## src/rtl/demux1x4_tdm.sv

```systemverilog
`default_nettype none
// ============================================================================
// Module   : demux1x4_tdm
// Purpose  : Receive end of a 4-slot TDM link. A 2-bit slot counter locks to
//            a frame-sync marker. One word per slot is captured into a shadow
//            bank, and all four channels are published together once a
//            complete, in-order frame has arrived.
// Ports    : clk          - sole clock, rising edge
//            rst_n        - asynchronous assert, active-low reset
//            din[W]       - slot data word from the link
//            din_valid    - beat qualifier for din and fsync
//            fsync        - marks the current beat as slot 0
//            y0..y3[W]    - last complete frame, slots 0..3
//            slot[2]      - slot index the next beat will be written to
//            locked       - high while frame alignment is held
//            frame_valid  - 1-cycle pulse: y0..y3 updated this cycle
//            sync_err     - 1-cycle pulse: framing violation on previous beat
// Revision : 1.0  initial release
// ============================================================================
module demux1x4_tdm #(
    parameter int W = 1
) (
    input  logic         clk,
    input  logic         rst_n,
    input  logic [W-1:0] din,
    input  logic         din_valid,
    input  logic         fsync,
    output logic [W-1:0] y0,
    output logic [W-1:0] y1,
    output logic [W-1:0] y2,
    output logic [W-1:0] y3,
    output logic [1:0]   slot,
    output logic         locked,
    output logic         frame_valid,
    output logic         sync_err
);

    localparam logic [0:0] c_HUNT = 1'b0;
    localparam logic [0:0] c_LOCK = 1'b1;

    logic [0:0]   r_state;
    logic [1:0]   r_slot;
    // Slot 3 needs no shadow entry: it is published straight from din.
    logic [W-1:0] r_shadow0;
    logic [W-1:0] r_shadow1;
    logic [W-1:0] r_shadow2;
    logic [W-1:0] r_y0;
    logic [W-1:0] r_y1;
    logic [W-1:0] r_y2;
    logic [W-1:0] r_y3;
    logic         r_frame_valid;
    logic         r_sync_err;

    always_ff @(posedge clk or negedge rst_n) begin
        if (!rst_n) begin
            r_state       <= c_HUNT;
            r_slot        <= 2'd0;
            r_shadow0     <= '0;
            r_shadow1     <= '0;
            r_shadow2     <= '0;
            r_y0          <= '0;
            r_y1          <= '0;
            r_y2          <= '0;
            r_y3          <= '0;
            r_frame_valid <= 1'b0;
            r_sync_err    <= 1'b0;
        end else begin
            // Both status flags are single-cycle pulses.
            r_frame_valid <= 1'b0;
            r_sync_err    <= 1'b0;
            if (din_valid) begin
                case (r_state)
                    c_HUNT: begin
                        // Non-sync beats are dropped silently while hunting.
                        if (fsync) begin
                            r_shadow0 <= din;
                            r_slot    <= 2'd1;
                            r_state   <= c_LOCK;
                        end
                    end
                    default: begin
                        if (r_slot == 2'd0) begin
                            if (fsync) begin
                                r_shadow0 <= din;
                                r_slot    <= 2'd1;
                            end else begin
                                // Expected a marker and none came: alignment lost.
                                r_sync_err <= 1'b1;
                                r_state    <= c_HUNT;
                                r_slot     <= 2'd0;
                            end
                        end else if (fsync) begin
                            // Early marker: abandon the partial frame and
                            // restart it with this beat as slot 0.
                            r_sync_err <= 1'b1;
                            r_shadow0  <= din;
                            r_slot     <= 2'd1;
                        end else begin
                            case (r_slot)
                                2'd1:    r_shadow1 <= din;
                                2'd2:    r_shadow2 <= din;
                                default: begin
                                    r_y0          <= r_shadow0;
                                    r_y1          <= r_shadow1;
                                    r_y2          <= r_shadow2;
                                    r_y3          <= din;
                                    r_frame_valid <= 1'b1;
                                end
                            endcase
                            // 3 + 1 wraps to 0 in two bits.
                            r_slot <= r_slot + 2'd1;
                        end
                    end
                endcase
            end
        end
    end

    assign y0          = r_y0;
    assign y1          = r_y1;
    assign y2          = r_y2;
    assign y3          = r_y3;
    assign slot        = r_slot;
    assign locked      = (r_state == c_LOCK);
    assign frame_valid = r_frame_valid;
    assign sync_err    = r_sync_err;

endmodule
`default_nettype wire

```

## config.mk

```make
export PLATFORM = sky130hd
export DESIGN_NAME = demux1x4_tdm
export DESIGN_NICKNAME = d
export VERILOG_FILES = /design/src/rtl/demux1x4_tdm.sv
export SDC_FILE = /design/constraint.sdc
export NUM_CORES = 1
export LEC_CHECK = 0
export ABC_AREA = 1
export CAP_MARGIN = 25
export CORE_MARGIN = 2
export CORE_UTILIZATION = 30
export DETAILED_ROUTE_END_ITERATION = 10
export REMOVE_ABC_BUFFERS = 1
export SETUP_SLACK_MARGIN = 0.5
export SLEW_MARGIN = 20
export SYNTH_ARGS = -nofsm -noshare
export SYNTH_HDL_FRONTEND = slang
export SYNTH_SLANG_ARGS = --single-unit
```

## constraint.sdc

```tcl
create_clock -name clk -period 1.24 [get_ports clk]
set_input_delay 0.248 -clock clk [delete_from_list [all_inputs] [get_ports clk]]
set_output_delay 0.248 -clock clk [all_outputs]
set_load 0.01 [all_outputs]
```

### Word level (Yosys, flattened, before mapping)

Index checks and enable logic that the tools add are counted.

| word-level totals | value |
|---|---|
| register bits | 12 |
| latch bits | 0 |
| RAM bits | 0 |
| bits in read-only memories | 0 |
| input port bits | 5 |
| logic and storage cells | 42 |
| memories | 0 |

| cells by class | value |
|---|---|
| add/subtract/negate cells | 1 |
| multiply operators | 0 |
| div/mod/pow operators | 0 |
| $lt $le $gt $ge | 0 |
| equal/unequal tests | 2 |
| shift-type cells | 0 |
| muxes and demuxes | 17 |
| bitwise logic cells | 3 |
| reductions and logical operators | 8 |

Operator list:

| kind | number |
|---|---|
| AND reduction 5 bit | 3 |
| two-way mux 1 bit | 13 |
| two-way mux 2 bit | 4 |
| AND reduction 2 bit | 2 |
| inverter 1 bit | 3 |
| adder 2 x 1 -> 2 bit, second input constant | 1 |
| equality test 2 x 1 -> 1 bit, second input constant | 1 |
| equality test 2 bit, second input constant | 1 |
| logical NOT 2 bit | 1 |
| nonzero test 2 bit | 1 |
| OR reduction 2 bit | 1 |

### Depth between registers and ports, before layout

| logic depth | value |
|---|---|
| depth in word-level cells | 7 |
| gate-level depth with buffers | 8 |
| depth with buffers taken out | 8 |

### Worst setup path before layout

Ideal clock, no wire load.

| timing path | value |
|---|---|
| kind | reg-to-reg |
| from | register r_slot[0] (netlist: slot[0]) |
| to | register r_shadow1 |
| data arrival time | 1.251 ns |
| data required time | 1.175 ns |
| path slack | -0.076 ns |
| stages on the path, launching flop included | 9 |
| buffers on the path | 0 |
| path through | dfrtp_1 inv_1 ha_1 inv_1 ha_1 inv_1 nor2_2 nand3_1 nand2_1 |

| on the way | value |
|---|---|
| word-level cells in the longest chain between the ends | 3 |
| elaborated cells between the ends (all ways) | 4 |
| classes of those cells | eq/ne (1); bitwise (1); reduce/logical (2) |

RTL lines:

| what | line | RTL |
|---|---|---|
| from (decl) | 42 | `logic [1:0] r_slot;` |
| from (signal assigned) | 111 | `r_slot <= r_slot + 2'd1;` |
| logical NOT 2 bit | 82 | `if (r_slot == 2'd0) begin` |
| inverter 1 bit (no line) | -- |  |
| AND reduction 5 bit (no line) * | -- |  |
| to (signal assigned) | 100 | `2'd1: r_shadow1 <= din;` |
| to (decl) | 45 | `logic [W-1:0] r_shadow1;` |

Every way passes the cells marked *; elsewhere a longest branch is shown, timed or not.
A chain may end at the register's enable or synchronous reset.

### Worst setup path after layout

Same ends and word-level chain as after synthesis.

==> out/qor.txt <==
Peak Freq = 0.858 GHz
Die Area = 2460 um2
most frequent cells in the layout = nand2_1 (17), dfrtp_1 (12), buf_2 (9), buf_4 (9), nand3_1 (8)
WHS = 0.267 ns
Place WS = -0.142 ns
Fin. Hold Viols = 0
Crit-path slowest cell = dfrtp_1
max-slew violation count = 0
area grow syn2layout = 61.7%
vias in the first global route = 565
Final #Nets = 113
number of fill cells = 204
drt total wl = 1410 um
DR vias/cell = 4.27
largest net degree at the start of global routing = 13
cells along the critical path = inv_2 -> ha_4 -> inv_4 -> ha_4 -> inv_2 -> nor2_2 -> nand3_1 -> nand2_1
Antenna Diode Count = 0
CP max stage delay = 0.42 ns
Synth Instances = 69
worst skew pair latency = 0.28 ns
Chip Height = 49.6 um
CTS tree = built
routed vias = 547
largest area contributor in the netlist = dfrtp_1
gpl congestion = 0.801
DRC = 0
Setup WS post-layout = 0.0744 ns
layout cells sized above 1 = 53.5%
Int Power = 1.36 mW
Worst Hold Class = in2async
WL per Instance = 11.0 um
overall power = 2.22 mW
drt pass-1 iters = 3
crit path capture type = flop
PortBufs = 13
worst-margin pin slew = 0.182 ns
Congestion Overflow GR = 0
post-route ant nets = 0
startpoint types = flop
Bufs on Longest Clock Path = 2
Synth Cell Area = 624 um2
HPWL after DPL = 1010 um
first-pass GRT wire length = 2440 um
initial antenna violation count = 0
Max-Cap Viols = 0
Max rail drop VDD = 1.16 mV
Total Routing Usage GR = 13.4%
# setup viols final = 0
Worst Path Class, Setup = reg2reg
core area = 1960 um2
worst-path maximum fanout = 3
P per Cell Area = 2200 nW/um2
Worst R2R Path Depth = 8
logic gate share of total power = 57.7%
min Tclk post-route = 1.17 ns
most common cell after layout, fill and taps aside = nand2_1
register area share after synthesis = 48.1%
total CTS buffers = 3
Die Wd = 49.6 um
clock-pin slew on the worst setup and hold paths = 0.08 ns
Synth area leaders = dfrtp_1 (48%), ha_1 (12%), nand2_1 (12%)
Clock Skews = 0.00632 ns
Tcrit/Tclk final = 94.0%
Starting Density = 31.8%
unrepaired setup endpoints after global routing = true
CTS sink cnt = 12
LEAKAGE = 0.517 nW
num rows = 16
post-synth top area share = 48.1%
CP Launch Point = slot[0]
crit path buf inv count = 3
status = completed
worst endpoint required time = 1.41 ns
#FFs+latches synth = 12
worst path arrival time = 1.34 ns
Util after Layout = 51.5%
Sw Share = 38.6%
FF-to-FF Start = slot[0]
distinct cell type count after synthesis = 15
Worst R2R Setup Slack = 0.07 ns
Syn Area/Cell = 9.05 um2
RR Endpoint = r_shadow1
Flop pwr share = 27.8%
Setup TNS Final = 0 ns
Root Buffer = clkbuf_4
Starting DRT DRC Count = 8
Yosys Warn Count = 0
htree depth = 1
relative max-transition margin = 87.9%
CP top delay family = flip-flops
clock power share = 14.5%
NetSw = 0.855 mW
# IOs = 14
Largest register FFs = 2
[synth_stat cells]
cell type,number
nand2_1,20
o21ai_1,1
nor2_1,2
nand2_2,1
nand3b_1,1
clkinv_1,1
nand2_4,2
nand3_1,9
dfrtp_1,12
nor3b_2,1
ha_1,6
nand4_1,2
inv_1,8
nor2_2,2
clkinv_4,1
[cells by family (layout without fill, tap and decap cells)]
family | after synthesis | after routing | synth area share (%)
AND/OR/NAND/NOR | 40 | 40 | 32.3
adder cells (fa/ha/maj) | 6 | 6 | 12.0
AO/OA/AOI/OAI | 1 | 1 | 0.801
buffers and inverters | 10 | 42 | 6.81
flip-flops | 12 | 12 | 48.1
[how the worst max path moves through the flow]
stage	to	slack (ns)	depth (start not counted)
after global routing	locked	0.001	7
after floorplan	r_shadow1	-0.08	8
after global placement	y3	-0.13	6
final	r_shadow1	0.07	8
after CTS	r_shadow2	0.08	7
after detailed placement	y3	-0.14	6
[area by class of cell]
cell class,instances,area [um2],area share (%)
clock buffer,4,36.3,3.59
inverter,10,45.0,4.46
multi-input combinational,47,380,37.7
sequential,12,300,29.7
tap,27,33.8,3.35
timing repair buffer,28,214,21.2
[power by group through the flow]
stage	clock, mW	combinational, mW	sequential, mW
finish	0.321	1.28	0.617
global route	0.346	1.40	0.637
CTS	0.329	1.17	0.619
detailed placement	0	0.985	0.613
global placement	0	0.974	0.616
floorplan	0	0.382	0.691
[through the flow]
| step | area, um2 | instances |
|---|---|---|
| floorplan | 624 | 69 |
| global placement | 871 | 120 |
| detailed placement | 871 | 120 |
| CTS | 977 | 127 |
| global route | 1010 | 128 |
| finish | 1010 | 128 |
[timing repair]
item | 4_1_cts | 5_1_grt
hold endpoints to repair | 0 | 0
setup endpoints to repair | 21 | 21
buffers inserted | 3 | 1
gates resized for setup | 63 | 10
pin swaps | 6 | 6
hold buffers | 0 | 0
[per-layer routing]
layer	vias up	part of all wire [%]	track usage, %
met5	-	0	0
met4	0	1.5	8.33
met3	2	4.5	3.33
met2	13	47	20.0
met1	249	47	17.2
li1	283	-	-
Power figures use the tool's default switching activity.
